`src/rtl/cpu_exec_sequencer.sv`:
```
`timescale 1ns/1ps
`default_nettype none
// ---------------------------------------------------------------------------
// cpu_exec_sequencer : multi-cycle control FSM for fetch/decode/execute/mem/wb
// Revision 1.0 - initial release
// ---------------------------------------------------------------------------
module cpu_exec_sequencer (
  input  logic        clk,
  input  logic        rst,
  input  logic [5:0]  ins,
  input  logic        imem_ready,
  input  logic        dmem_ready,
  input  logic        div_done,
  input  logic        teq_eq,
  output logic        pc_we,
  output logic        ir_we,
  output logic        reg_we,
  output logic        hilo_we,
  output logic        dmem_re,
  output logic        dmem_we,
  output logic        div_start,
  output logic        cp0_exc,
  output logic        cp0_eret,
  output logic [4:0]  cause,
  output logic [2:0]  state,
  output logic [31:0] retired
);

  localparam logic [2:0] S_FETCH  = 3'd0;
  localparam logic [2:0] S_DECODE = 3'd1;
  localparam logic [2:0] S_EXEC   = 3'd2;
  localparam logic [2:0] S_MEM    = 3'd3;
  localparam logic [2:0] S_WB     = 3'd4;
  localparam logic [2:0] S_DIVW   = 3'd5;
  localparam logic [2:0] S_EXC    = 3'd6;

  localparam logic [4:0] C_SYS = 5'd8;
  localparam logic [4:0] C_BP  = 5'd9;
  localparam logic [4:0] C_RI  = 5'd10;
  localparam logic [4:0] C_TR  = 5'd13;

  logic [2:0]  r_state;
  logic [5:0]  r_op;
  logic [4:0]  r_cause;
  logic [31:0] r_retired;

  logic [2:0]  w_next_state;
  logic [4:0]  w_cause;
  logic        w_is_load;
  logic        w_is_store;
  logic        w_pc_we, w_ir_we, w_reg_we, w_hilo_we;
  logic        w_dmem_re, w_dmem_we, w_div_start, w_cp0_exc, w_cp0_eret;

  assign w_is_load  = (r_op >= 6'd35) && (r_op <= 6'd39);
  assign w_is_store = (r_op >= 6'd40) && (r_op <= 6'd42);

  always_comb begin
    w_next_state = r_state;
    w_cause      = 5'd0;
    w_pc_we      = 1'b0;
    w_ir_we      = 1'b0;
    w_reg_we     = 1'b0;
    w_hilo_we    = 1'b0;
    w_dmem_re    = 1'b0;
    w_dmem_we    = 1'b0;
    w_div_start  = 1'b0;
    w_cp0_exc    = 1'b0;
    w_cp0_eret   = 1'b0;
    case (r_state)
      S_FETCH: begin
        if (imem_ready) begin
          w_ir_we      = 1'b1;
          w_next_state = S_DECODE;
        end
      end
      S_DECODE: begin
        // An X on ins fails this compare and falls into the reserved-instruction path
        if (ins <= 6'd53) begin
          case (ins)
            6'd50: begin w_next_state = S_EXC; w_cause = C_BP;  end
            6'd51: begin w_next_state = S_EXC; w_cause = C_SYS; end
            6'd52: begin
              w_cp0_eret   = 1'b1;
              w_pc_we      = 1'b1;
              w_next_state = S_FETCH;
            end
            6'd53: begin
              if (teq_eq) begin
                w_next_state = S_EXC;
                w_cause      = C_TR;
              end else begin
                w_pc_we      = 1'b1;
                w_next_state = S_FETCH;
              end
            end
            6'd27, 6'd28: begin
              w_div_start  = 1'b1;
              w_next_state = S_DIVW;
            end
            default: w_next_state = S_EXEC;
          endcase
        end else begin
          w_next_state = S_EXC;
          w_cause      = C_RI;
        end
      end
      S_EXEC: begin
        if (w_is_load || w_is_store) begin
          w_next_state = S_MEM;
        end else begin
          case (r_op)
            6'd16, 6'd43, 6'd44, 6'd45, 6'd48: begin
              w_pc_we      = 1'b1;
              w_next_state = S_FETCH;
            end
            6'd20, 6'd21, 6'd26: begin
              w_hilo_we    = 1'b1;
              w_pc_we      = 1'b1;
              w_next_state = S_FETCH;
            end
            default: w_next_state = S_WB;
          endcase
        end
      end
      S_MEM: begin
        w_dmem_re = w_is_load;
        w_dmem_we = w_is_store;
        if (dmem_ready) begin
          if (w_is_load) begin
            w_next_state = S_WB;
          end else begin
            w_pc_we      = 1'b1;
            w_next_state = S_FETCH;
          end
        end
      end
      S_WB: begin
        w_reg_we     = 1'b1;
        w_pc_we      = 1'b1;
        w_next_state = S_FETCH;
      end
      S_DIVW: begin
        if (div_done) begin
          w_hilo_we    = 1'b1;
          w_pc_we      = 1'b1;
          w_next_state = S_FETCH;
        end
      end
      S_EXC: begin
        w_cp0_exc    = 1'b1;
        w_pc_we      = 1'b1;
        w_next_state = S_FETCH;
      end
      default: w_next_state = S_FETCH;
    endcase
  end

  // Reset masks the strobes combinationally so nothing fires before the first edge
  assign pc_we     = w_pc_we     & ~rst;
  assign ir_we     = w_ir_we     & ~rst;
  assign reg_we    = w_reg_we    & ~rst;
  assign hilo_we   = w_hilo_we   & ~rst;
  assign dmem_re   = w_dmem_re   & ~rst;
  assign dmem_we   = w_dmem_we   & ~rst;
  assign div_start = w_div_start & ~rst;
  assign cp0_exc   = w_cp0_exc   & ~rst;
  assign cp0_eret  = w_cp0_eret  & ~rst;

  always_ff @(posedge clk or posedge rst) begin
    if (rst) begin
      r_state   <= S_FETCH;
      r_op      <= 6'd0;
      r_cause   <= 5'd0;
      r_retired <= 32'd0;
    end else begin
      r_state <= w_next_state;
      if (r_state == S_DECODE) begin
        r_op    <= ins;
        r_cause <= w_cause;
      end
      if (w_pc_we && (r_state != S_EXC)) begin
        r_retired <= r_retired + 32'd1;
      end
    end
  end

  assign cause   = r_cause;
  assign state   = r_state;
  assign retired = r_retired;

endmodule
`default_nettype wire

```
`config.mk`:
```
export PLATFORM = sky130hd
export DESIGN_NAME = cpu_exec_sequencer
export DESIGN_NICKNAME = d
export VERILOG_FILES = /design/src/rtl/cpu_exec_sequencer.sv
export SDC_FILE = /design/constraint.sdc
export NUM_CORES = 1
export LEC_CHECK = 0
export ABC_AREA = 1
export CAP_MARGIN = 20
export CORE_MARGIN = 5
export CORE_UTILIZATION = 50
export DETAILED_ROUTE_END_ITERATION = 16
export PLACE_DENSITY = 0.78
export SLEW_MARGIN = 20
export SYNTH_ARGS = -nofsm -noshare
export SYNTH_HDL_FRONTEND = slang
export SYNTH_SLANG_ARGS = --single-unit
```
`constraint.sdc`:
```
create_clock -name clk -period 5.29 [get_ports clk]
set_input_delay 1.058 -clock clk [delete_from_list [all_inputs] [get_ports clk]]
set_output_delay 1.058 -clock clk [all_outputs]
set_load 0.1 [all_outputs]
```
After elaboration in Yosys (flattened, before gate mapping)
Cells that the tools add are included.
{ "word_totals": {"reg_bits": 46, "input_bits": 12, "output_inout_bits": 49, "elab_cells": 92} }
{ "op_classes": {"n_addsub": 1, "magnitude_cmp": 5, "eq_ne": 24, "mux": 37, "bitwise_logic": 10, "n_reduce_logical": 11} }
{ "op_table": {"columns": ["cell", "n"], "rows": [
  ["== test 6 bit, second input constant", 8],
  ["== test 6 x 5 -> 1 bit, second input constant", 6],
  ["adder 32 x 1 -> 32 bit, second input constant", 1],
  ["two-way mux 3 bit", 8],
  ["two-way mux 1 bit", 21],
  ["less-or-equal comparator 6 bit, second input constant", 3],
  ["one-hot mux 3 bit (5 select lines)", 1],
  [">= comparator 6 bit, second input constant", 2],
  ["one-hot mux 3 bit (4 select lines)", 1],
  ["one-hot mux 4 bit (3 select lines)", 1],
  ["AND 1 bit", 9],
  ["== test 3 bit, second input constant", 3],
  ["OR reduction 8 bit", 1],
  ["== test 3 x 2 -> 1 bit, second input constant", 2],
  ["inequality test 2 bit, second input constant", 3],
  ["OR reduction 2 bit", 3],
  ["two-way mux 5 bit", 1],
  ["one-hot mux 1 bit (5 select lines)", 1],
  ["two-way mux 4 bit", 1],
  ["one-hot mux 1 bit (2 select lines)", 2],
  ["== test 3 x 1 -> 1 bit, second input constant", 1],
  ["logical AND 1 bit", 3],
  ["zero test 3 bit", 1],
  ["inequality test 3 bit, second input constant", 1],
  ["4 further kinds", 4]
]} }

Logic depth before layout (Yosys ltp)
Gate-level depths: netlist (run 1).
{ "logic_depth": {"ltp_word": 6, "mapped_depth": 12, "depth_no_buf": 11} }

Worst setup path after synthesis (run 1)
OpenSTA, ideal clock, no wires.
{ "synth_timing": {"path_type": "register to output", "startpoint": "reg r_state[0], in the netlist state[0]", "endpoint": "out cp0_eret", "t_arrival_ns": 4.212, "required_time_ns": 4.232, "setup_slack_ns": 0.020, "path_stages_with_launch": 4, "path_buffers": 1, "path_cell_list": "dfrtp_1 > buf_2 > nand2_4 > nor4_1"} }
{ "synth_via": {"elab_chain_cells": 3} }
{ "synth_rtl": {"columns": ["element", "line_no", "source"], "rows": [
  ["start, declared", "42", "logic [2:0] r_state;"],
  ["start signal, assigned", "176", "r_state <= w_next_state;"],
  ["== test 3 x 1 -> 1 bit", "69", "case (r_state)"],
  ["two-way mux 1 bit", "69", null],
  ["AND 1 bit", "167", "assign cp0_eret = w_cp0_eret & ~rst;"],
  ["end, declared", "23", "output logic cp0_eret,"]
]} }
Every way passes these cells.

Final worst setup path (run 1)
{ "layout_timing": {"startpoint": "in rst", "endpoint": "out cp0_exc"} }
{ "layout_via": {"elab_chain_cells": 2} }
{ "layout_rtl": {"columns": ["element", "line_no", "source"], "rows": [
  ["start, declared", "9", "input logic rst,"],
  ["inverter 1 bit", "166", "assign cp0_exc = w_cp0_exc & ~rst;"],
  ["AND 1 bit", "166", null],
  ["end, declared", "22", "output logic cp0_exc,"]
]} }
Every way passes these cells.

==> metrics.cfg, run 1 <==
[run_status]
status=completed

[clock_tree]
cts_resized=0
root_buffer=clkbuf_8
clk_pin_slew_ps=80
cts_max_level=2
clock-sinks=45
numCtsBuffers=5
cts_tree=yes
post_cts_buffers=0
cts_hold_buf=0
insertion_delay_ps=300
cts_buffer_depth=2

[finish]
fin_nets=547
final.fill_count=571
antenna_cells=0
layout-drive-gt1-share_pct=5.79
area_growth_pct=22.3

[placement]
dpl.hpwl_mm=5.87
routabilityCongestion=0.930
io_buffer_count=59

[synth]
synthArstFlopShare_pct=100
synth_most_common_cell=nand2_1
syn_inst=479
synth_seq_area_share_pct=36.4
synth_edf_count=0
synth_nets=492
synthTopCellsByArea=dfrtp_1, nand2_1, nand3_1, nor2_1, inv_1
synth.top_cell.area_share_pct=36.4
synth-seq-cells=45
synth_common_cells=nand2_1, nor2_1, inv_1
yosys_warnings=0
syn_area_sq_mm=0.00310
yosys_most_used_dff=dfrtp_1
syn_area_per_cell_sq_um=6.46
ys_types=33
synth_area_leader_cell=dfrtp_1

[floorplan]
ios=61
fp.dieW_um=88.7
die-area_sq_mm=0.00786
die_h_um=88.7
core-area_sq_mm=0.00596
floorplan.rows=28
start_util_pct=52.0

[worst_setup_path]
worstPathRequired_ps=4230
critical-path-top-delay-family=buffers and inverters
max_stage_delay_ps=1170
crit_fanout=9
cp_common_cell=clkdlybuf4s50_1
crit_path_end_kind=primary output
worst-setup-path-type=input port to primary output
path_buf_inv=2
start_kind=input port
cp_data_arrival_time_ps=3000
crit_slowest_cell=clkdlybuf4s50_1
path_cells=clkdlybuf4s50_1 > nor2_1 > clkdlybuf4s50_1

[power]
leakagePower_uw=0.00179
peakVddDrop_mv=0.554
power.density_mw_per_mm2=382
finalPower_uw=1450

[sta]
tightest_slew_ps=1000
rsz0062_at_grt=no
max_freq_mhz=247
timing.final.crit_share_pct=76.6
fin_tns_setup_ps=0
fin_skew_ps=10.9
finalHoldViolCount=0
timing.hold.ws_ps=490
fin_crit_ps=4050
report.final.slew_viol_count=0
maxSlewHeadroom_pct=33.1
setup_viol=0

[grt]
grt-ovfl-total=0
grt_pass1_wl_mm=13.0
first_global_vias=3012
grt_use_total_pct=20.8
antenna_found_initial=0
grt_max_degree=54

[drt]
drc=0
vias=3172
drt_wl_total_mm=7.85
vias_per_cell=5.20
firstDrtPassIters=4
drt-initial-drc-count=195
wire_per_inst_um=12.9
ant_nets=0

[flow_run]
maxCapViolations=0

[worst_hold_path]
min_path_type=flop to flop

==> stage by stage <==
step           area [sq um]  cells  utilization (%)  worst slack (ps)
4_1_cts                3790    610             63.6              1240
6_report               3790    610             63.6              1240
5_1_grt                3790    610             63.6              1150
2_1_floorplan          3100    479                -              20.1
3_3_place_gp           3670    602             61.6              1260
3_5_place_dp           3670    602             61.6              1240
==> per-layer routing <==
metal | global-route usage (%) | up-vias | share of wire [%]
met5 | 0 | - | 0
met4 | 7.01 | 0 | 1.8
met3 | 4.66 | 12 | 5.9
met2 | 35.8 | 91 | 48
met1 | 25.5 | 1464 | 44
li1 | - | 1605 | -
==> flip-flops by register name (all words and copies together) (netlist names) <==
name     cells
retired     32
r_op         6
cause        4
state        3
==> worst min-delay path: stages (launching register included) <==
cell,delay (ps)
dfrtp_1,350
nand2_1,50
nand2_1,50
==> cells in the final DEF (no fill, tap or decap) <==
| master | n |
|---|---|
| inv_2 | 4 |
| ha_1 | 1 |
| bufinv_16 | 1 |
| nand4_1 | 12 |
| o2111ai_1 | 1 |
| o211ai_1 | 1 |
| nand2_8 | 1 |
| clkinv_1 | 1 |
| o21ai_0 | 10 |
| nor4_1 | 2 |
| conb_1 | 1 |
| nor2_1 | 63 |
| nand3_1 | 53 |
| inv_1 | 54 |
| o21bai_1 | 1 |
| o21ai_2 | 1 |
| nand3_2 | 1 |
| nor2_2 | 3 |
| xor2_1 | 7 |
| nor2_4 | 2 |
| nor3_1 | 7 |
| clkbuf_8 | 6 |
| a21oi_1 | 3 |
| clkdlybuf4s50_1 | 53 |
| nand2_4 | 2 |
| nand2_1 | 182 |
| nor3_2 | 2 |
| inv_4 | 1 |
| dfrtp_1 | 45 |
| buf_4 | 7 |
| clkbuf_1 | 1 |
| o21a_1 | 1 |
| nand3b_1 | 4 |
| o21ai_1 | 1 |
==> power by group <==
group          leakage (uW)  total (uW)  switching [uW]  internal (uW)
combinational       0.00112         694             528            167
clock             0.0000585         278             123            154
sequential         0.000610         475            79.6            395
==> cells by family (layout without fill, tap and decap cells) <==
| kind of cell | Yosys count | count (layout) | share of synthesized area, % |
|---|---|---|---|
| xor+xnor | 7 | 7 | 1.98 |
| buf+inv | 72 | 128 | 10.7 |
| compound gates | 19 | 19 | 3.56 |
| simple gates | 334 | 334 | 46.9 |
| flops | 45 | 45 | 36.4 |
| other cells | 1 | 1 | 0.121 |
| fa+ha+maj | 1 | 1 | 0.404 |
==> worst paths after layout <==
kind                                    end     start  slack [ps]  cells past startpoint
worst min-delay path               cause[0]  cause[0]         490                      2
worst max-delay path                cp0_exc       rst        1240                      3
max in group asynchronous        retired[1]       rst        3440                      3
worst min register to register     cause[0]  cause[0]         490                      2
min in group asynchronous       retired[23]       rst        1450                      3
worst max register to register   retired[0]  state[2]        3290                     10
==> area by class of cell <==
class                   instances  area [sq um]  area share [%]
inverters                      60           228            6.01
clock buffers                   7          86.3            2.28
clock inverters                 1          30.0           0.793
well taps                      75          93.8            2.48
repair buffers                 60           583            15.4
multi-input cells             362          1640            43.3
flip-flops and latches         45          1130            29.7
No activity file was read; power rests on OpenSTA's default activity.
==> inputs of run 2 (changes only) <==
--- a/config.mk
+++ b/config.mk
@@ -8,9 +8,9 @@
 export ABC_AREA = 1
 export CAP_MARGIN = 20
 export CORE_MARGIN = 5
-export CORE_UTILIZATION = 50
+export CORE_UTILIZATION = 47
 export DETAILED_ROUTE_END_ITERATION = 16
-export PLACE_DENSITY = 0.78
+export PLACE_DENSITY = 0.77
 export SLEW_MARGIN = 20
 export SYNTH_ARGS = -nofsm -noshare
 export SYNTH_HDL_FRONTEND = slang
==> constraint.sdc (replaced) <==
create_clock -name clk -period 3.6 [get_ports clk]
set_input_delay 0.72 -clock clk [delete_from_list [all_inputs] [get_ports clk]]
set_output_delay 0.72 -clock clk [all_outputs]
set_load 0.1 [all_outputs]
==> metrics.cfg, run 2 (same netlist as run 1, synthesis figures left out) <==
[worst_setup_path]
ff2ff_setup_slack_ps=1620  ; -1670 ps
startpoint=ins[4]
r2r-end=retired[15]
worstPathRequired_ps=2880  ; -1350 ps
r2r_cells=10  ; unchanged
endpoint=pc_we
crit_slowest_cell=clkdlybuf4s50_1
reg2reg_from=state[2]
crit_path_end_kind=primary output
start_kind=input port
path_cells=clkdlybuf4s50_1 > nand2_1 > inv_1 > nand3_1 > o21ai_2 > nor2_4 > a21oi_2 > buf_12
crit_fanout=5  ; -4
cp_data_arrival_time_ps=2320  ; -680 ps
max_stage_delay_ps=510  ; -660 ps
worst-setup-path-type=input port to primary output

[drt]
drc=0  ; unchanged
ant_nets=0  ; unchanged
vias_per_cell=5.21  ; +0.11%
vias=3186  ; +0.44%
wire_per_inst_um=12.2  ; -5.5%
drt-initial-drc-count=271  ; +39%
firstDrtPassIters=5  ; +1
drt_wl_total_mm=7.44  ; -5.2%

[finish]
layout-drive-gt1-share_pct=8.22  ; +2.4 points
largest_reg_flops=32  ; unchanged
mostFrequentLayoutCells=nand2_1, nor2_1, inv_1, nand3_1, clkdlybuf4s50_1
area_growth_pct=23.7
stdcell_count=612  ; +0.33%
utilization_pct=60.0  ; -3.6 points
mostFrequentLayoutCell=nand2_1
final_area_sq_mm=0.00383  ; +1.1%
antenna_cells=0  ; unchanged
fin_nets=547  ; unchanged

[run_status]
status=completed

[clock_tree]
post_cts_buffers=0  ; unchanged
root_buffer=clkbuf_8
cts_buffer_depth=2  ; unchanged
numCtsBuffers=5  ; unchanged
cts_resized=0  ; unchanged
clock-sinks=45  ; unchanged
cts_max_level=2  ; unchanged
insertion_delay_ps=290  ; about the same
cts_tree=yes
clk_pin_slew_ps=80  ; about the same
cts_hold_buf=0  ; unchanged

[grt]
grt-ovfl-total=0  ; unchanged
grt_use_total_pct=17.6  ; -3.2 points
grt_pass1_wl_mm=12.6  ; -2.3%
first_global_vias=2907  ; -3.5%
antenna_found_initial=0  ; unchanged
grt_max_degree=54  ; unchanged

[power]
peakVddDrop_mv=0.557  ; +0.59%
leakagePower_uw=0.00179  ; about the same
power.density_mw_per_mm2=531  ; +39%

[floorplan]
core-area_sq_mm=0.00639  ; +7.2%
die_h_um=91.2  ; +2.8%
ios=61  ; unchanged
floorplan.rows=29  ; +3.6%
fp.dieW_um=91.2  ; +2.8%
die-area_sq_mm=0.00831  ; +5.7%
start_util_pct=48.5  ; -3.5 points

[sta]
rsz0062_at_grt=no
max_freq_mhz=328
maxSlewHeadroom_pct=34.3  ; +1.2 points
timing.final.crit_share_pct=84.6
finalHoldViolCount=0  ; unchanged
report.final.slew_viol_count=0  ; unchanged
fin_crit_ps=3040
final.setup.worst_slack_ps=555  ; -682 ps
setup_viol=0  ; unchanged
tightest_slew_ps=983  ; -18.1 ps
fin_skew_ps=6.80  ; -4.09 ps

[placement]
numPlacedInstances=604  ; +0.33%
routabilityCongestion=0.925  ; -0.59%
io_buffer_count=59  ; unchanged
dp_slack_ps=559  ; -683 ps
dpl.hpwl_mm=5.68  ; -3.2%
placed_area_sq_mm=0.00374  ; +2.0%

[worst_hold_path]
min_path_type=flop to flop

[flow_run]
maxCapViolations=0  ; unchanged

[run 2: cell types whose count changed in the layout (fill, tap and decap cells not counted), sizes merged]
cell           previous run  this run
clkinvlp                  0         2
clkdlybuf4s50            53        47
buf                       7        13
bufinv                    1         0
inv                      59        58
[run 2: worst min-delay path by stage]
stage              from        to  slack (ps)  depth (start not counted)
2_1_floorplan   r_op[0]   r_op[0]         470                          2
3_3_place_gp   cause[0]  cause[0]         470                          2
5_1_grt        cause[0]  cause[0]         510                          2
3_5_place_dp   cause[0]  cause[0]         460                          2
4_1_cts        cause[3]  cause[3]         500                          2
6_report       cause[3]  cause[3]         490                          2
[run 2: layer usage]
layer	global-route usage, %	routed length, um	up-vias
li1	-	-	1608
met1	22.2	3260	1471
met2	30.8	3680	94
met3	3.22	422	13
met4	4.65	87	0
met5	0	0	-
[run 2: metrics by stage]
step | hold slack (ps) | total power, uW | setup TNS [ps]
floorplan | 475 | 1580 | -168
global placement | 470 | 1710 | 0
detailed placement | 464 | 1730 | 0
CTS | 497 | 2050 | 0
global route | 510 | 2160 | 0
finish | 491 | 2030 | 0
[run 2: final cells by class]
class / instances / area [sq um]
Multi-Input combinational cell: 362 / 1670
Fill cell: 592 / 2560
Tap cell: 77 / 96.3
Sequential cell: 45 / 1130
Clock inverter: 1 / 7.51
Timing Repair Buffer: 60 / 618
Clock buffer: 7 / 76.3
Inverter: 60 / 231
[run 2: critical path, delay by kind of cell]
kind / cells / cell delay, ps
buffers and inverters: 3 / 830
AOI/OAI and AO/OA: 2 / 440
and+or+nand+nor: 3 / 320
[run 2: power breakdown]
group	leakage, uW	internal [uW]	switching [uW]
clock	0.0000385	138	171
combinational	0.00114	255	782
sequential	0.000610	581	108
total	0.00179	973	1060
==> inputs of run 3 (changes only) <==
==> constraint.sdc (replaced) <==
create_clock -name clk -period 2.61 [get_ports clk]
set_input_delay 0.522 -clock clk [delete_from_list [all_inputs] [get_ports clk]]
set_output_delay 0.522 -clock clk [all_outputs]
set_load 0.1 [all_outputs]
==> metrics.cfg, run 3 (same netlist as run 1, synthesis figures left out) <==
[finish]
mostFrequentLayoutCell=nand2_1
stdcell_count=617  ; +0.82%
area_growth_pct=27.4
largest_reg_flops=32  ; unchanged
mostFrequentLayoutCells=nand2_1, nor2_1, inv_1, nand3_1, buf_4
fin_nets=553  ; +1.1%
final_area_sq_mm=0.00394  ; +3.0%
multiInputGateArea_sq_mm=0.00174  ; +3.7%
final.fill_count=588  ; -0.68%
register_area_sq_mm=0.00113  ; +0.33%
layout-drive-gt1-share_pct=17.2  ; +9.0 points
antenna_cells=0  ; unchanged

[clock_tree]
numCtsBuffers=5  ; unchanged
cts_max_level=2  ; unchanged
cts_tree=yes
root_buffer=clkbuf_8
clk_pin_slew_ps=80  ; about the same
post_cts_buffers=0  ; unchanged
cts_buffer_depth=2  ; unchanged
insertion_delay_ps=300  ; about the same
clock-sinks=45  ; unchanged

[placement]
dp_slack_ps=87.0  ; -472 ps
io_buffer_count=59  ; unchanged
routabilityCongestion=0.876  ; -5.2%
numPlacedInstances=610  ; +0.99%
dpl.hpwl_mm=5.72  ; +0.63%
placed_area_sq_mm=0.00385  ; +2.8%

[grt]
antenna_found_initial=0  ; unchanged
use_met2_pct=31.7  ; +0.96 points
grt_pass1_wl_mm=13.3  ; +5.2%
grt.met1_usage_pct=23.9  ; +1.7 points
grt_use_total_pct=18.7  ; +1.1 points
first_global_vias=2953  ; +1.6%
busiest_layer=met2
grtUsageMet3_pct=4.21  ; +0.99 points
grt_max_degree=46  ; -15%
grt-ovfl-total=0  ; unchanged

[drt]
wire_per_inst_um=12.0  ; -1.1%
vias_per_cell=5.10  ; -2.1%
ant_nets=0  ; unchanged
drt-initial-drc-count=161  ; -41%
drc=0  ; unchanged
firstDrtPassIters=4  ; -1
drt_wl_total_mm=7.42  ; -0.27%
vias=3145  ; -1.3%

[power]
leakagePower_uw=0.00193  ; +7.9%
peakVddDrop_mv=0.642  ; +15%
finalPower_uw=2940  ; +44%
power.density_mw_per_mm2=745  ; +40%

[worst_setup_path]
crit_slowest_cell=clkdlybuf4s50_1
crit_path_end_kind=primary output
path_buf_inv=3  ; unchanged
max_stage_delay_ps=490  ; -20 ps
critical-path-top-delay-family=buffers and inverters
worstPathRequired_ps=2090  ; -790 ps
worst-setup-path-type=input port to primary output
crit_fanout=5  ; unchanged
cp_data_arrival_time_ps=1970  ; -350 ps
start_kind=input port
path_cells=clkdlybuf4s50_1 > nand2_1 > inv_1 > nand3_2 > o21ai_2 > nor2_4 > a21oi_4 > buf_12

[floorplan]
fp.dieW_um=91.2  ; unchanged
ios=61  ; unchanged
start_util_pct=48.5  ; unchanged
core-area_sq_mm=0.00639  ; unchanged
die_h_um=91.2  ; unchanged
die-area_sq_mm=0.00831  ; unchanged
floorplan.rows=29  ; unchanged

[sta]
setup_viol=0  ; unchanged
finalHoldViolCount=0  ; unchanged
tightest_slew_ps=582  ; -401 ps
maxSlewHeadroom_pct=61.2  ; +27 points
max_freq_mhz=402
report.final.slew_viol_count=0  ; unchanged
timing.final.crit_share_pct=95.4
fin_skew_ps=11.9  ; +5.09 ps
final.setup.worst_slack_ps=120  ; -435 ps
fin_crit_ps=2490
rsz0062_at_grt=no

[run_status]
status=completed

[flow_run]
maxCapViolations=0  ; unchanged

[worst_hold_path]
min_path_type=flop to flop

run 3: path summary, 6_finish.rpt:
kind	startpoint	endpoint	slack, ps	cells after the start
setup / recovery	ins[4]	pc_we	120	8
min in group asynchronous	rst	cause[3]	1030	4
setup reg to reg	retired[0]	retired[30]	700	10
max in group asynchronous	rst	state[2]	1160	4
hold reg to reg	cause[0]	cause[0]	500	2
hold / removal	cause[0]	cause[0]	500	2
run 3: power breakdown:
part,leakage (uW),switching (uW),total (uW),internal [uW]
combinational,0.00128,1110,1530,422
clock,0.0000433,239,449,210
sequential,0.000606,152,957,805
total,0.00193,1500,2940,1440
run 3: through the flow:
step | utilization (%) | setup TNS, ps | hold WS [ps]
6_report | 61.8 | 0 | 499
5_1_grt | 61.8 | 0 | 534
4_1_cts | 61.7 | 0 | 505
3_5_place_dp | 60.3 | 0 | 476
3_3_place_gp | 60.3 | 0 | 467
2_1_floorplan | - | -77.4 | 475
run 3: final cells by class:
cell class / count / area share (%)
clock inverters: 1 / 0.190
well taps: 77 / 2.44
repair buffers: 66 / 16.8
clock buffers: 6 / 2.09
inverters: 60 / 5.87
multi-input cells: 362 / 44.0
flip-flops and latches: 45 / 28.6
run 3: worst min-delay path: stages, from the launching register on:
cell and delay [ps]:
dfrtp_1 360, nand2_1 60, nand2_1 50
run 3: per-layer routing:
| metal | up-vias | share of wire, % | wire length (um) |
|---|---|---|---|
| met1 | 1445 | 45 | 3310 |
| met3 | 8 | 5.2 | 386 |
| li1 | 1627 | - | - |
| met2 | 65 | 49 | 3650 |
| met4 | 0 | 1.1 | 83 |
| met5 | - | 0 | 0 |
run 3: what timing repair did:
action / in CTS / in global routing
resized for setup: 0 / 1
endpoints found under the setup margin: 0 / 1
hold buffers: 0 / 0
